### src/rtl/lu_op_pkg.sv
// Shared types and helpers for the logic-unit op decoder.
// Op codes follow the logic unit select {keyb,key}.
package lu_op_pkg;

  typedef enum logic [1:0] {
    OP_AND  = 2'b00,
    OP_OR   = 2'b01,
    OP_NAND = 2'b10,
    OP_NOR  = 2'b11
  } op_t;

  typedef enum logic [1:0] {
    IDLE    = 2'b00,
    COLLECT = 2'b01,
    DONE    = 2'b10
  } state_t;

  localparam logic [3:0] CAND_ALL = 4'b1111;

  function automatic logic lu_eval(op_t op, logic a, logic b);
    logic r;
    r = 1'b0;
    case (op)
      OP_AND:  r = a & b;
      OP_OR:   r = a | b;
      OP_NAND: r = ~(a & b);
      OP_NOR:  r = ~(a | b);
      default: r = 1'b0;
    endcase
    return r;
  endfunction

  function automatic logic [2:0] cand_count(logic [3:0] m);
    return {2'b00, m[0]} + {2'b00, m[1]} + {2'b00, m[2]} + {2'b00, m[3]};
  endfunction

  // Lowest set bit wins; only meaningful when exactly one bit is set.
  function automatic logic [1:0] low_index(logic [3:0] m);
    logic [1:0] idx;
    idx = 2'b00;
    for (int i = 3; i >= 0; i--) begin
      if (m[i]) idx = i[1:0];
    end
    return idx;
  endfunction

endpackage

### src/rtl/lu_op_match.sv
// Combinational consistency check: bit i set when every lane of (a,b,s)
// agrees with op code i.
module lu_op_match
  import lu_op_pkg::*;
#(
  parameter int WIDTH = 1
) (
  input  logic [WIDTH-1:0] i_a,
  input  logic [WIDTH-1:0] i_b,
  input  logic [WIDTH-1:0] i_s,
  output logic [3:0]       o_mask
);

  always_comb begin
    o_mask = CAND_ALL;
    for (int op = 0; op < 4; op++) begin
      for (int l = 0; l < WIDTH; l++) begin
        if (i_s[l] != lu_eval(op_t'(op[1:0]), i_a[l], i_b[l])) o_mask[op] = 1'b0;
      end
    end
  end

endmodule

### src/rtl/lu_op_decoder.sv
// Recovers the op code of a logic unit by narrowing a candidate mask from observed samples.
// Define LU_OP_AUTORESTART_EN to re-enter COLLECT automatically one cycle after DONE.
module lu_op_decoder
  import lu_op_pkg::*;
#(
  parameter  int WIDTH       = 1,
  parameter  int MAX_SAMPLES = 8,
  localparam int CNT_W       = $clog2(MAX_SAMPLES + 1)
) (
  input  logic             clk,
  input  logic             rst_n,
  input  logic             i_start,
  input  logic             i_in_valid,
  output logic             o_in_ready,
  input  logic [WIDTH-1:0] i_a,
  input  logic [WIDTH-1:0] i_b,
  input  logic [WIDTH-1:0] i_s,
  output logic             o_done,
  output logic [1:0]       o_op,
  output logic             o_unique,
  output logic             o_none,
  output logic [3:0]       o_cand,
  output logic [CNT_W-1:0] o_sample_cnt
);

  localparam logic [CNT_W-1:0] CNT_MAX = CNT_W'(MAX_SAMPLES);

  state_t           r_state;
  logic             r_ready;
  logic             r_done;
  logic [1:0]       r_op;
  logic             r_unique;
  logic             r_none;
  logic [3:0]       r_mask;
  logic [CNT_W-1:0] r_cnt;

  logic [3:0]       w_match;
  logic [3:0]       w_next_mask;
  logic [CNT_W-1:0] w_next_cnt;
  logic             w_xfer;
  logic             w_decide;
  logic             w_next_unique;

  lu_op_match #(.WIDTH(WIDTH)) u_match (
    .i_a    (i_a),
    .i_b    (i_b),
    .i_s    (i_s),
    .o_mask (w_match)
  );

  assign w_xfer        = i_in_valid & r_ready;
  assign w_next_mask   = r_mask & w_match;
  assign w_next_cnt    = (r_cnt == CNT_MAX) ? r_cnt : r_cnt + CNT_W'(1);
  assign w_next_unique = (cand_count(w_next_mask) == 3'd1);
  assign w_decide      = (cand_count(w_next_mask) <= 3'd1) || (w_next_cnt == CNT_MAX);

  always_ff @(posedge clk) begin
    if (!rst_n) begin
      r_state  <= IDLE;
      r_ready  <= 1'b0;
      r_done   <= 1'b0;
      r_op     <= 2'b00;
      r_unique <= 1'b0;
      r_none   <= 1'b0;
      r_mask   <= CAND_ALL;
      r_cnt    <= '0;
    end else begin
      case (r_state)
        IDLE: begin
          if (i_start) begin
            r_state <= COLLECT;
            r_ready <= 1'b1;
            r_mask  <= CAND_ALL;
            r_cnt   <= '0;
          end
        end
        COLLECT: begin
          // A restart takes priority and discards any sample offered in the same cycle.
          if (i_start) begin
            r_mask <= CAND_ALL;
            r_cnt  <= '0;
          end else if (w_xfer) begin
            r_mask <= w_next_mask;
            r_cnt  <= w_next_cnt;
            if (w_decide) begin
              r_state  <= DONE;
              r_ready  <= 1'b0;
              r_done   <= 1'b1;
              r_unique <= w_next_unique;
              r_none   <= (w_next_mask == 4'b0000);
              r_op     <= w_next_unique ? low_index(w_next_mask) : 2'b00;
            end
          end
        end
        DONE: begin
`ifdef LU_OP_AUTORESTART_EN
          r_state <= COLLECT;
          r_ready <= 1'b1;
          r_done  <= 1'b0;
          r_mask  <= CAND_ALL;
          r_cnt   <= '0;
`else
          if (i_start) begin
            r_state  <= COLLECT;
            r_ready  <= 1'b1;
            r_done   <= 1'b0;
            r_op     <= 2'b00;
            r_unique <= 1'b0;
            r_none   <= 1'b0;
            r_mask   <= CAND_ALL;
            r_cnt    <= '0;
          end
`endif
        end
        default: begin
          r_state <= IDLE;
          r_ready <= 1'b0;
          r_done  <= 1'b0;
        end
      endcase
    end
  end

`ifdef LU_OP_AUTORESTART_EN
  // The working mask is wiped on auto-restart, so the published mask is kept separately.
  logic [3:0] r_res_cand;

  always_ff @(posedge clk) begin
    if (!rst_n) begin
      r_res_cand <= CAND_ALL;
    end else if (r_state == COLLECT && !i_start && w_xfer && w_decide) begin
      r_res_cand <= w_next_mask;
    end
  end

  assign o_cand = r_res_cand;
`else
  assign o_cand = r_mask;
`endif

  assign o_in_ready   = r_ready;
  assign o_done       = r_done;
  assign o_op         = r_op;
  assign o_unique     = r_unique;
  assign o_none       = r_none;
  assign o_sample_cnt = r_cnt;

endmodule

### config.mk
export PLATFORM = sky130hd
export DESIGN_NAME = lu_op_decoder
export DESIGN_NICKNAME = d
export VERILOG_FILES = /design/src/rtl/lu_op_pkg.sv /design/src/rtl/lu_op_match.sv /design/src/rtl/lu_op_decoder.sv
export SDC_FILE = /design/constraint.sdc
export NUM_CORES = 1
export LEC_CHECK = 0
export CAP_MARGIN = 20
export CORE_UTILIZATION = 44
export CTS_CLUSTER_DIAMETER = 200
export DETAILED_ROUTE_END_ITERATION = 8
export PLACE_DENSITY = 0.73
export SLEW_MARGIN = 20
export SYNTH_ARGS = -nofsm -noshare
export SYNTH_HDL_FRONTEND = slang
export SYNTH_SLANG_ARGS = --single-unit
### constraint.sdc
create_clock -name clk -period 3.06 [get_ports clk]
set_input_delay 0.918 -clock clk [delete_from_list [all_inputs] [get_ports clk]]
set_output_delay 0.918 -clock clk [all_outputs]
set_load 0.005 [all_outputs]
# Word-level counts from Yosys, hierarchy flattened
# Cells that the tools add are included.
# op_classes
n_addsub,4
magnitude_cmp,1
eq_ne,15
n_mux,46
n_bitwise,7
n_reduce_logical,10
# op_table
operator,count
4-bit two-way mux,7
2-bit two-way mux,13
1-bit two-way mux,18
4-bit case mux with 2 select lines,2
5-bit AND reduction,2
4-bit == test (second input constant),2
2-bit != test (second input constant),4
2-bit case mux with 2 select lines,2
1-bit case mux with 2 select lines,3
4-bit by 1-bit adder with 4-bit output (second input constant),1
4-bit bitwise AND,1
4-bit logical NOT,1
1-bit != test,4
4-bit AND reduction,1
2-bit nonzero test,2
2-bit by 1-bit adder with 3-bit output,1
3-bit by 1-bit adder with 3-bit output,1
3-bit by 1-bit == test with 1-bit output (second input constant),1
3-bit by 1-bit less-or-equal comparator with 1-bit output (second input constant),1
3-bit != test (second input constant),1
1-bit inverter,3
1-bit case mux with 3 select lines,1
3-bit AND reduction,1
1-bit by 1-bit adder with 2-bit output,1
other kinds (8),9
# totals
register_bits,16
inputBits,7

# Longest topological paths before layout
# Gate-level depths: netlist (run 1).
# logic_depth
depth_word,14
depth_mapped,11
ltp_nobuf,11

# By module
# From an unflattened synthesis (run 1), not the netlist that was laid out.
# hier_totals
hier_cells,119
hier_area_um2,975.9
# modules_own_cells
module,n_inst,cells_per_inst,area_each_um2,seq_area_each_um2
lu_op_decoder,1,113,930.9,320.3
lu_op_match,1,6,45.0,0.0

# Least setup slack after synthesis (run 1)
# OpenSTA, ideal clock, no wires.
# synth_timing
path_type,input to register
startpoint,in i_b
endpoint,reg r_op[1] (netlist: o_op[1])
setup_ns,0.072
arrival_time_ns,3.047
required_time_ns,2.988
setup_slack_ns,-0.058
path_stages,11
n_path_buf,0
path_cell_list,o21a_1 o21ai_0 inv_1 fa_1 ha_1 ha_1 nor2_1 nand4_1 nor2_1 o211ai_1 mux2i_1
# synth_between
elab_chain_len,14
word_cells_on_any_way,30
cone_classes,3 x add/sub; 1 x order compare; 6 x eq/ne; 13 x mux; 5 x bitwise; 2 x reduce/logical
# synth_rtl
element,line_no,rtl
from (decl),lu_op_decoder.sv:16,"input logic [WIDTH-1:0] i_b,"
1-bit OR,"lu_op_pkg.sv:25, lu_op_pkg.sv:27",
1-bit inverter,lu_op_pkg.sv:27,OP_NOR: r = ~(a | b);
1-bit != test,lu_op_match.sv:18,"if (i_s[l] != lu_eval(op_t'(op[1:0]), i_a[l], i_b[l])) o_mask[op] = 1'b0;"
1-bit two-way mux,lu_op_match.sv:18,
4-bit bitwise AND (*),lu_op_decoder.sv:52,assign w_next_mask = r_mask & w_match;
branches (longest 9 deep; another with 2-bit by 1-bit adder with 3-bit output),-,
to (signal assigned),lu_op_decoder.sv:91,r_op <= w_next_unique ? low_index(w_next_mask) : 2'b00;
to (decl),lu_op_decoder.sv:31,logic [1:0] r_op;
# Mark *: on every way between the ends. The select of a mux whose other input is x is not followed.
# A chain may end at the register's enable or synchronous reset.

# Worst setup path in the final report (run 1)
# layout_timing
startpoint,in i_a
endpoint,reg r_op[1] (netlist: o_op[1])
# layout_between
elab_chain_len,14
word_cells_on_any_way,30
cone_classes,3 x add/sub; 1 x order compare; 6 x eq/ne; 13 x mux; 5 x bitwise; 2 x reduce/logical
# layout_rtl
element,line_no,rtl
from (decl),lu_op_decoder.sv:15,"input logic [WIDTH-1:0] i_a,"
1-bit OR,"lu_op_pkg.sv:25, lu_op_pkg.sv:27",
1-bit inverter,lu_op_pkg.sv:27,
1-bit != test,lu_op_match.sv:18,
1-bit two-way mux,lu_op_match.sv:18,
4-bit bitwise AND (*),lu_op_decoder.sv:52,
branches (longest 9 deep; another with 2-bit by 1-bit adder with 3-bit output),-,
# Marks and branches as above.

==> results.tsv, run 1 <==
stage	metric	value	unit
cts	Worst-Skew Late Latency	0.30	ns
drt	DR vias	967	
timing	post-route setup slack	0.134	ns
timing	Min Hold Slack	0.464	ns
drt	first-pass iteration count of the detailed router	4	
synthesis	ys async rst share	0	%
floorplan	core area	2040	um^2
cts	CTS sink cnt	16	
critical_path	Worst EP required	3.30	ns
layout	FF+latch area	320	um^2
timing	Tightest Pin Transition	0.368	ns
timing	crit share post-route	95.6	%
floorplan	Die ar.	2440	um^2
cts	CTS Buf Count	3	
synthesis	post-synth top area share	32.4	%
power	Tot Pwr	465	uW
timing	fin crit period	2.93	ns
cts	CTS clk-pin slew, worst paths	0.10	ns
timing	Slew Viols, Final	0	
critical_path	crit path max fanout	5	
layout	area added between synthesis and finish	35.7	%
synthesis	EDFF count, synth	0	
synthesis	register area share after synthesis	32.4	%
synthesis	Synth cell types	39	
layout	Final nets	169	
cts	htree depth	1	
power	Pleak	0.000525	uW
place	GPL Wtd Cong	0.864	
layout	share of cells above drive strength 1	19.5	%
global_route	vias in the first global route	933	
synthesis	Mapped Cells	121	
layout	commonest non-fill, non-tap cell in the layout	clkdlybuf4s50_1	
global_route	total track usage	21.0	%
floorplan	# IOs	21	
power	worst vdd ir	0.255	mV
synthesis	mux cell area share after synthesis	4.05	%
layout	most frequent cells in the layout	clkdlybuf4s50_1 (17), dfxtp_1 (16), nand2_1 (15)	
place	placed instance area	1290	um^2
synthesis	Yosys reg bits	16	
global_route	Overflow after GRT	0	
floorplan	Die H	49.4	um
worst_hold_path	Hold WC Path Type	reg2reg	
synthesis	xor/xnor share of the synthesized area	0.886	%
cts	CTS tree	done	
timing	RSZ-0062 raised after global routing	false	
synthesis	Mapped Area	988	um^2
synthesis	Post-Syn Area per Cell	8.17	um^2
place	Placement Setup Slack	-0.626	ns
synthesis	complex-gate fraction of the synthesized area	23.9	%
synthesis	synth top area cells	dfxtp_1 (32%), ha_1 (7.6%), nand2_1 (5.7%)	
synthesis	simple-gate share of the synthesized area	24.2	%
timing	f_max	342	MHz
place	number of port buffers	20	
layout	ANT cells	0	
global_route	pin count of the biggest net entering global routing	11	
cts	hold buffers post-CTS	0	
drt	WL/cell	12.7	um
synthesis	adder-cell share of the synthesized area	9.62	%
synthesis	post-synth top area cell	dfxtp_1	
layout	final instance area	1340	um^2
power	PwrDens	347	nW/um^2
timing	Fin. Hold Viols	0	
global_route	global-route wire length before repair	4.02	mm
floorplan	Initial Util	48.4	%
worst_hold_path	hold path cells	2	
critical_path	worst r2r path cells	10	
drt	vias per cell	5.34	
synthesis	Synthesized Nets	135	
cts	CTS root buf	clkbuf_4	
drt	Iteration-0 DRC Markers	21	
critical_path	startpoint types	input pin	
place	dpl hpwl	1.67	mm
run	max_cap viols	0	
critical_path	Worst EP arrival	3.17	ns
timing	Final Setup Violations	0	
drt	Final ANT Viol Nets	0	
critical_path	critical path class	in2reg	
drt	DRC	0	
floorplan	Die W	49.4	um
layout	area of the multi-input gates	639	um^2
critical_path	CP Capture Type	flop	
floorplan	Rows	16	
synthesis	commonest register cell after synthesis	dfxtp_1	
layout	Fillers	196	
drt	Routed Wire Length	2.30	mm
synthesis	main combinational cell family by area after synthesis	simple AND/OR/NAND/NOR gates	
timing	Rel. slew slack	75.4	%
status	run status	completed	
synthesis	Syn. warnings	0	
cts	Max clock buf depth	2	
global_route	initial antenna violation count	0	
timing	clk_skew	0.00312	ns
## final timing paths
path	startpoint	slack, ns	to
max	i_a	0.13	o_op[1]
min reg2reg	o_op[1]	0.46	o_op[1]
max reg2reg	o_cand[3]	0.73	o_op[1]
min	o_op[1]	0.46	o_op[1]
## metrics by stage
stage	std cells	TNS, ns	util [%]
after floorplan	121	0	-
after global placement	175	-3.05	63.1
after detailed placement	175	-3.66	63.1
after CTS	180	0	65.1
after global routing	181	0	65.7
final	181	0	65.7
## report_power, final
group	switching (uW)	internal (uW)	total (uW)
clock network	74.7	72.7	147
registers	4.97	211	216
logic	51.2	50.3	102
## per-layer routing
metal | GRT usage (%) | wire length, um | vias to the layer above
met4 | 7.14 | 36 | 0
met3 | 4.98 | 103 | 5
met1 | 29.5 | 1140 | 436
met2 | 31.1 | 1020 | 28
met5 | 0 | 0 | -
li1 | - | - | 498
## cells by family (layout without fill, tap and decap cells)
family	count (synthesis)	after routing
simple gates	47	47
flops	16	16
buf+inv	12	45
fa+ha+maj	7	7
mux	4	4
xor+xnor	1	1
compound gates	34	34
## Yosys cell counts, drive strengths merged (2+ instances only)
master and instances:
nand3 4, ha 6, o21ai 12, dfxtp 16, a31oi 5, o21a 2
nand2 15, mux2i 4, nor2b 2, nor2 11, o31ai 2, nor3 2
inv 9, nand2b 4, buf 3, a21oi 5, nand4 3
## what timing repair did
item | CTS | global route
gates resized for setup | 4 | 9
buffers inserted | 1 | 1
endpoints found under the setup margin | 7 | 7
pin swaps | 6 | 6
## area by class of cell
class	instances	area share [%]
multi-input cells	93	47.7
flip-flops and latches	16	23.9
repair buffers	32	20.5
clock buffers	4	2.71
inverters	9	2.71
well taps	27	2.52
## flip-flops by register name (all words and copies together) (netlist names)
name / flops
o_cand: 4
o_op: 2
r_state: 2
o_in_ready: 1
o_unique: 1
o_done: 1
o_sample_cnt: 4
o_none: 1
## critical path, stage by stage
cell and delay, ns:
buf_2 0.12, o21a_1 0.19, or3b_4 0.42, inv_4 0.07, fa_1 0.41, ha_2 0.22, ha_4 0.20, nor2_1 0.10
nand4_1 0.12, nor2_2 0.16, o211ai_1 0.10, mux2i_1 0.12
No activity file was read; power rests on OpenSTA's default activity.
==> run 2: changes to the inputs <==
--- a/config.mk
+++ b/config.mk
@@ -10,7 +10,6 @@
 export CTS_CLUSTER_DIAMETER = 200
 export DETAILED_ROUTE_END_ITERATION = 8
 export PLACE_DENSITY = 0.73
-export SLEW_MARGIN = 20
 export SYNTH_ARGS = -nofsm -noshare
 export SYNTH_HDL_FRONTEND = slang
 export SYNTH_SLANG_ARGS = --single-unit
==> results of run 2 <==
The final DEF is identical to that of run 1; final timing and power are the same.
